==> src/rtl/seq_divider_pkg.sv <==
// Shared definitions for the sequential restoring divider: default operand
// width, FSM state encoding and a small state-decode helper.
package seq_divider_pkg;

    localparam int unsigned DIV_WIDTH_DEFAULT = 32;

    typedef enum logic [1:0] {
        ST_IDLE = 2'd0,
        ST_CALC = 2'd1,
        ST_FIX  = 2'd2,
        ST_DONE = 2'd3
    } div_state_e;

    // States in which an operation is in flight and new requests are refused
    function automatic logic is_busy_state(input div_state_e st);
        return (st == ST_CALC) || (st == ST_FIX);
    endfunction

endpackage

==> src/rtl/seq_divider_step.sv <==
// One restoring shift-subtract iteration, purely combinational.
module div_step
    import seq_divider_pkg::*;
#(
    parameter int unsigned WIDTH = DIV_WIDTH_DEFAULT
) (
    input  logic [WIDTH-1:0] rem,
    input  logic [WIDTH-1:0] divisor,
    input  logic             dividend_bit,
    output logic [WIDTH-1:0] next_rem_c,
    output logic             q_bit_c
);

    logic [WIDTH:0] shifted_c;
    logic [WIDTH:0] trial_c;

    // Shift in the next dividend bit, trial-subtract, keep or restore.
    // The partial remainder stays below the divisor, so the WIDTH+1 bit
    // difference never overflows and its MSB is the sign.
    always_comb begin
        shifted_c  = {rem, dividend_bit};
        trial_c    = shifted_c - {1'b0, divisor};
        q_bit_c    = ~trial_c[WIDTH];
        next_rem_c = q_bit_c ? trial_c[WIDTH-1:0] : shifted_c[WIDTH-1:0];
    end

endmodule

==> src/rtl/seq_divider.sv <==
// Sequential restoring divider (MIPS DIVU, and DIV when SEQ_DIVIDER_SIGNED_EN
// is defined). One quotient bit per cycle through a single div_step instance;
// a FIX state applies sign correction so latency is identical in both builds.
module seq_divider
    import seq_divider_pkg::*;
#(
    parameter int unsigned WIDTH = DIV_WIDTH_DEFAULT
) (
    input  logic             i_clk,
    input  logic             i_rst,
    input  logic             i_start,
    input  logic [WIDTH-1:0] i_dividend,
    input  logic [WIDTH-1:0] i_divisor,
`ifdef SEQ_DIVIDER_SIGNED_EN
    input  logic             i_signed,
`endif
    output logic             o_busy,
    output logic             o_done,
    output logic [WIDTH-1:0] o_quotient,
    output logic [WIDTH-1:0] o_remainder,
    output logic             o_dbz
);

    localparam int unsigned      CNT_W     = $clog2(WIDTH);
    localparam logic [CNT_W-1:0] LAST_STEP = CNT_W'(WIDTH - 1);

    div_state_e       state_q;
    div_state_e       state_d;

    logic             accept_c;
    logic             div_zero_c;
    logic [WIDTH-1:0] dvd_mag_c;
    logic [WIDTH-1:0] dvs_mag_c;

    logic [WIDTH-1:0] rem_q;
    logic [WIDTH-1:0] quo_q;
    logic [WIDTH-1:0] dvs_q;
    logic [CNT_W-1:0] cnt_q;

    logic [WIDTH-1:0] step_rem_c;
    logic             step_qbit_c;

    logic [WIDTH-1:0] fix_quo_c;
    logic [WIDTH-1:0] fix_rem_c;

    logic             busy_d;
    logic             done_d;
    logic [WIDTH-1:0] quotient_d;
    logic [WIDTH-1:0] remainder_d;
    logic             dbz_d;

    // A request is taken only when idle or in the completion cycle
    assign accept_c   = i_start && ((state_q == ST_IDLE) || (state_q == ST_DONE));
    assign div_zero_c = (i_divisor == '0);

`ifdef SEQ_DIVIDER_SIGNED_EN
    logic dvd_neg_c;
    logic dvs_neg_c;
    logic quo_neg_q;
    logic rem_neg_q;

    // Signed requests divide magnitudes; signs are re-applied in FIX
    assign dvd_neg_c = i_signed & i_dividend[WIDTH-1];
    assign dvs_neg_c = i_signed & i_divisor[WIDTH-1];
    assign dvd_mag_c = dvd_neg_c ? (WIDTH'(0) - i_dividend) : i_dividend;
    assign dvs_mag_c = dvs_neg_c ? (WIDTH'(0) - i_divisor)  : i_divisor;

    // Quotient negative when operand signs differ; remainder follows dividend
    assign fix_quo_c = quo_neg_q ? (WIDTH'(0) - quo_q) : quo_q;
    assign fix_rem_c = rem_neg_q ? (WIDTH'(0) - rem_q) : rem_q;

    // Sign flags captured with the operands
    always_ff @(posedge i_clk or posedge i_rst) begin
        if (i_rst) begin
            quo_neg_q <= 1'b0;
            rem_neg_q <= 1'b0;
        end else if (accept_c) begin
            quo_neg_q <= dvd_neg_c ^ dvs_neg_c;
            rem_neg_q <= dvd_neg_c;
        end
    end
`else
    // Unsigned only: operands used as-is, FIX passes results through
    assign dvd_mag_c = i_dividend;
    assign dvs_mag_c = i_divisor;
    assign fix_quo_c = quo_q;
    assign fix_rem_c = rem_q;
`endif

    div_step #(
        .WIDTH(WIDTH)
    ) u_step (
        .rem          (rem_q),
        .divisor      (dvs_q),
        .dividend_bit (quo_q[WIDTH-1]),
        .next_rem_c   (step_rem_c),
        .q_bit_c      (step_qbit_c)
    );

    // Iteration datapath: quo_q shifts dividend bits out and quotient bits in
    always_ff @(posedge i_clk or posedge i_rst) begin
        if (i_rst) begin
            rem_q <= '0;
            quo_q <= '0;
            dvs_q <= '0;
            cnt_q <= '0;
        end else if (accept_c) begin
            rem_q <= '0;
            quo_q <= dvd_mag_c;
            dvs_q <= dvs_mag_c;
            cnt_q <= '0;
        end else if (state_q == ST_CALC) begin
            rem_q <= step_rem_c;
            quo_q <= {quo_q[WIDTH-2:0], step_qbit_c};
            cnt_q <= cnt_q + CNT_W'(1);
        end
    end

    // FSM state register
    always_ff @(posedge i_clk or posedge i_rst) begin
        if (i_rst) begin
            state_q <= ST_IDLE;
        end else begin
            state_q <= state_d;
        end
    end

    // FSM next-state logic
    always_comb begin
        state_d = state_q;
        case (state_q)
            ST_IDLE: begin
                if (accept_c) begin
                    state_d = div_zero_c ? ST_DONE : ST_CALC;
                end
            end
            ST_CALC: begin
                if (cnt_q == LAST_STEP) begin
                    state_d = ST_FIX;
                end
            end
            ST_FIX: begin
                state_d = ST_DONE;
            end
            ST_DONE: begin
                if (accept_c) begin
                    state_d = div_zero_c ? ST_DONE : ST_CALC;
                end else begin
                    state_d = ST_IDLE;
                end
            end
            default: begin
                state_d = ST_IDLE;
            end
        endcase
    end

    // FSM output logic: next values of the registered outputs
    always_comb begin
        busy_d      = is_busy_state(state_d);
        done_d      = (state_d == ST_DONE);
        quotient_d  = o_quotient;
        remainder_d = o_remainder;
        dbz_d       = o_dbz;
        if (accept_c && div_zero_c) begin
            quotient_d  = '1;
            remainder_d = i_dividend;
            dbz_d       = 1'b1;
        end else if (state_q == ST_FIX) begin
            quotient_d  = fix_quo_c;
            remainder_d = fix_rem_c;
            dbz_d       = 1'b0;
        end
    end

    // Output registers; results change only when DONE is entered
    always_ff @(posedge i_clk or posedge i_rst) begin
        if (i_rst) begin
            o_busy      <= 1'b0;
            o_done      <= 1'b0;
            o_quotient  <= '0;
            o_remainder <= '0;
            o_dbz       <= 1'b0;
        end else begin
            o_busy      <= busy_d;
            o_done      <= done_d;
            o_quotient  <= quotient_d;
            o_remainder <= remainder_d;
            o_dbz       <= dbz_d;
        end
    end

endmodule
==> config.mk <==
export PLATFORM = sky130hd
export DESIGN_NAME = seq_divider
export DESIGN_NICKNAME = d
export VERILOG_FILES = /design/src/rtl/seq_divider_pkg.sv /design/src/rtl/seq_divider_step.sv /design/src/rtl/seq_divider.sv
export SDC_FILE = /design/constraint.sdc
export NUM_CORES = 1
export LEC_CHECK = 0
export ABC_AREA = 1
export BUFFER_PORTS_ARGS = -buffer_cell sky130_fd_sc_hd__buf_2
export CORE_ASPECT_RATIO = 1.1
export CORE_UTILIZATION = 40
export CTS_BUF_LIST = sky130_fd_sc_hd__clkbuf_4
export DETAILED_ROUTE_END_ITERATION = 7
export GPL_TIMING_DRIVEN = 0
export PLACE_DENSITY = 0.55
export SYNTH_ARGS = -nofsm -noshare
export SYNTH_HDL_FRONTEND = slang
export SYNTH_SLANG_ARGS = --single-unit
export TNS_END_PERCENT = 100
==> constraint.sdc <==
create_clock -name i_clk -period 15.8 [get_ports i_clk]
set_input_delay 3.95 -clock i_clk [delete_from_list [all_inputs] [get_ports i_clk]]
set_output_delay 3.95 -clock i_clk [all_outputs]
set_load 0.03 [all_outputs]
==> reports/results.txt <==
Fin nets -> 1666
CTS Buffer Depth -> 2
Syn Nets -> 1513
Transition time at the pin with the least slew margin -> 0.978 ns
Final-layout worst hold slack -> 0.480 ns
Unrepaired setup endpoints after global routing -> false
Via count of the first global-routing pass -> 9227
Total congestion overflow -> 0
Total of hold buffers inserted after clock tree synthesis -> 0
Height of the die -> 169 um
Largest fanout on the critical path -> 10
Critical path endpoint -> o_busy
Core region area -> 0.0247 sq mm
Path type of the worst min-delay path -> reg -> reg
Period utilisation layout -> 37.3%
Initial Utilization -> 41.0%
Max frequency -> 170 MHz
Setup WS post-layout -> 9.91 ns
Layout area overhead -> 13.6%
Synthesis warning total -> 0
Number of placement rows -> 60
Yosys reg bits -> 170
Required time reported for the critical path endpoint -> 16.31 ns
Setup Fix Bufs, Post-CTS -> 0
Via count -> 9418
Max capacitance violation total -> 0
Cells on worst reg2reg path -> 12
Final wirelength -> 31.6 mm
Leakage -> 6.15 nW
Post-layout instance count excluding filler cells -> 1882
Final setup vio count -> 0
Wire length of the first global-routing pass -> 50.4 mm
First element of the critical path -> i_divisor[0]
Detailed-placement wirelength estimate -> 24.9 mm
Netlist Area Pre-Place -> 0.0101 sq mm
Total number of clock tree sinks -> 170
Kind of start point of the critical path -> primary input
Number of DRC violations after detailed routing -> 0
Number of antenna violations at the first check in global routing -> 1
Synth Area per Inst -> 7.21 sq um
Clock edge transition at the registers on the reported setup and hold paths -> 0.18 ns
Library cell used as clock root buffer -> sky130_fd_sc_hd__clkbuf_4
Fraction of final layout cells with drive strength greater than 1 -> 13.0%
Detailed-route wire length per cell -> 16.8 um
Final number of hold-violating endpoints -> 0
Vias per std cell -> 5.00
Result of the run -> finished, final reports clean
Count of different cell masters after synthesis -> 39
Largest net degree at the start of global routing -> 96
Arrival time at the worst endpoint -> 6.40 ns
Dpl cells -> 1850
Endpoint of the worst register-to-register path -> o_busy
Post-Route Setup TNS -> 0 ns
R2R Setup Slk -> 12.77 ns
Proportion of synthesized chip area in sequential cells -> 42.0%
Insertion delay of the later-clocked pin in the worst-skew pair -> 0.60 ns
Final weighted congestion in routability-driven placement -> 0.911
Number of standard cells after synthesis -> 1406
Worst reg2reg startpoint -> state_q[1]
Setup WS pre-CTS -> 9.31 ns
Number of pins with negative max-slew slack in the final report -> 0
Clock tree from TritonCTS -> yes
DRT iter0 DRCs -> 575
Antenna-violating nets left -> 0
VDD IR-drop max -> 0.0000873 V
Number of search-and-repair iterations in the first detailed-routing pass -> 8
Crit Path Class -> in -> reg
Normalized max-slew margin -> 34.5%
Number of gates resized after cts -> 0
Worst Skew -> 0.0277 ns
Die area -> 0.0260 sq mm
Number of levels in the clock H-tree -> 4
IO Port Bufs -> 133
CTS buffer count -> 17
I/O pin count -> 134
Floorplan die width -> 154 um
All-Layer GR Usage -> 25.3%
CP Capture Type -> flip-flop
Power density of the placed cells -> 209 mW/mm^2
Post-route minimum period -> 5.89 ns
[metal layers]
layer | global-route usage, % | wire length [um]
met5 | 0 | 0
met4 | 9.48 | 879
met3 | 3.43 | 1250
met2 | 41.1 | 14400
met1 | 34.4 | 15100
[cells by family after synthesis]
logic type / after synthesis / share of synthesized area [%]
xor+xnor: 15 / 1.30
compound gates: 161 / 9.67
fa+ha+maj: 40 / 5.01
flops: 170 / 42.0
buf+inv: 284 / 11.0
simple gates: 736 / 31.0
[synthesized netlist by cell type]
| cell | count | share of area, % |
|---|---|---|
| sky130_fd_sc_hd__nor2_2 | 2 | 0.12 |
| sky130_fd_sc_hd__nand2_4 | 1 | 0.11 |
| sky130_fd_sc_hd__xnor2_1 | 14 | 1.2 |
| sky130_fd_sc_hd__clkinv_1 | 1 | 0.037 |
| sky130_fd_sc_hd__a21oi_1 | 20 | 0.99 |
| sky130_fd_sc_hd__xor2_1 | 1 | 0.086 |
| sky130_fd_sc_hd__nand3_1 | 176 | 8.7 |
| sky130_fd_sc_hd__inv_1 | 222 | 8.2 |
| sky130_fd_sc_hd__nand2_1 | 447 | 17 |
| sky130_fd_sc_hd__nor2_1 | 59 | 2.2 |
| sky130_fd_sc_hd__a22oi_1 | 22 | 1.6 |
| sky130_fd_sc_hd__inv_2 | 5 | 0.19 |
| sky130_fd_sc_hd__a22o_1 | 1 | 0.086 |
| sky130_fd_sc_hd__nor3_1 | 10 | 0.49 |
| sky130_fd_sc_hd__nand3_2 | 2 | 0.20 |
| sky130_fd_sc_hd__o21bai_1 | 5 | 0.37 |
| sky130_fd_sc_hd__ha_1 | 39 | 4.8 |
| sky130_fd_sc_hd__buf_4 | 3 | 0.22 |
| sky130_fd_sc_hd__a21oi_2 | 1 | 0.086 |
| sky130_fd_sc_hd__clkbuf_1 | 38 | 1.4 |
| sky130_fd_sc_hd__nand3b_1 | 4 | 0.30 |
| sky130_fd_sc_hd__buf_2 | 4 | 0.20 |
| sky130_fd_sc_hd__nor2_4 | 3 | 0.33 |
| sky130_fd_sc_hd__o21a_1 | 1 | 0.074 |
| sky130_fd_sc_hd__nand4_1 | 8 | 0.49 |
| sky130_fd_sc_hd__buf_6 | 4 | 0.44 |
| sky130_fd_sc_hd__o211ai_1 | 27 | 2.0 |
| sky130_fd_sc_hd__and3_1 | 1 | 0.062 |
| sky130_fd_sc_hd__and2_1 | 3 | 0.19 |
| sky130_fd_sc_hd__fa_1 | 1 | 0.20 |
| sky130_fd_sc_hd__nor4_1 | 4 | 0.25 |
| sky130_fd_sc_hd__a21o_1 | 1 | 0.074 |
| sky130_fd_sc_hd__o21ai_0 | 76 | 3.8 |
| sky130_fd_sc_hd__buf_1 | 7 | 0.26 |
| sky130_fd_sc_hd__dfrtp_1 | 170 | 42 |
| sky130_fd_sc_hd__or2_1 | 2 | 0.12 |
| sky130_fd_sc_hd__nand2_2 | 12 | 0.74 |
| sky130_fd_sc_hd__nor3_2 | 2 | 0.20 |
| sky130_fd_sc_hd__o221ai_1 | 7 | 0.61 |
[power by group]
group          total [mW]  internal [mW]  switching [mW]
clock               0.262         0.0719           0.190
sequential          0.699          0.594           0.105
combinational        1.44          0.471           0.970
total                2.40           1.14            1.26
[registers in the layout, indices dropped and copies added, names as in the netlist]
signal and flops:
o_dbz 1, dvs_q 32, state_q 2, o_remainder 32
o_done 1, o_busy 1, fix_rem_c 32, fix_quo_c 32
cnt_q 5, o_quotient 32
[critical path: stages]
cell,delay (ns)
sky130_fd_sc_hd__buf_2,0.10
sky130_fd_sc_hd__nor4_1,0.37
sky130_fd_sc_hd__nand3_1,0.19
sky130_fd_sc_hd__nor2_1,0.71
sky130_fd_sc_hd__nand2_2,0.24
sky130_fd_sc_hd__buf_2,0.28
sky130_fd_sc_hd__a21oi_1,0.16
sky130_fd_sc_hd__nor3_1,0.06
sky130_fd_sc_hd__inv_1,0.08
sky130_fd_sc_hd__ha_1,0.24
[area by class of cell]
cell class	instances	area, sq um
clock buffer	17	128
inverter	228	863
buffer	56	256
antenna	1	2.50
fill	2589	13200
sequential	170	4250
multi-input combinational	952	4760
timing repair buffer	134	693
clock inverter	14	160
tap	310	388
[stage by stage]
| step | utilization (%) | power (mW) | instance area [sq um] |
|---|---|---|---|
| global placement | 45.3 | 2.13 | 11200 |
| CTS | 46.6 | 2.42 | 11500 |
| detailed placement | 45.4 | 2.15 | 11200 |
| finish | 46.6 | 2.40 | 11500 |
| global route | 46.6 | 2.64 | 11500 |
| floorplan | - | 1.74 | 10100 |
[worst min path at each step]
stage	from	slack (ns)	cells past startpoint	to
4_1_cts	cnt_q[3]	0.48	1	cnt_q[3]
6_report	cnt_q[3]	0.48	1	cnt_q[3]
2_1_floorplan	cnt_q[3]	0.43	1	cnt_q[3]
3_3_place_gp	cnt_q[3]	0.45	1	cnt_q[3]
5_1_grt	cnt_q[3]	0.52	1	cnt_q[3]
3_5_place_dp	cnt_q[3]	0.45	1	cnt_q[3]
[cells in the final DEF (no fill, tap or decap), types with 5 or more instances in the layout]
cell type	count
sky130_fd_sc_hd__nand2_1	447
sky130_fd_sc_hd__inv_1	221
sky130_fd_sc_hd__nand3_1	176
sky130_fd_sc_hd__dfrtp_1	170
sky130_fd_sc_hd__buf_2	137
sky130_fd_sc_hd__o21ai_0	76
sky130_fd_sc_hd__nor2_1	59
sky130_fd_sc_hd__ha_1	39
sky130_fd_sc_hd__clkbuf_1	38
sky130_fd_sc_hd__o211ai_1	27
sky130_fd_sc_hd__a22oi_1	22
sky130_fd_sc_hd__a21oi_1	20
sky130_fd_sc_hd__clkbuf_4	17
sky130_fd_sc_hd__xnor2_1	14
sky130_fd_sc_hd__nand2_2	12
sky130_fd_sc_hd__nor3_1	10
sky130_fd_sc_hd__nand4_1	8
sky130_fd_sc_hd__buf_1	7
sky130_fd_sc_hd__o221ai_1	7
sky130_fd_sc_hd__o21bai_1	5
sky130_fd_sc_hd__inv_2	5
sky130_fd_sc_hd__clkinv_4	5
Note: power is estimated with default switching activity, not from simulation.
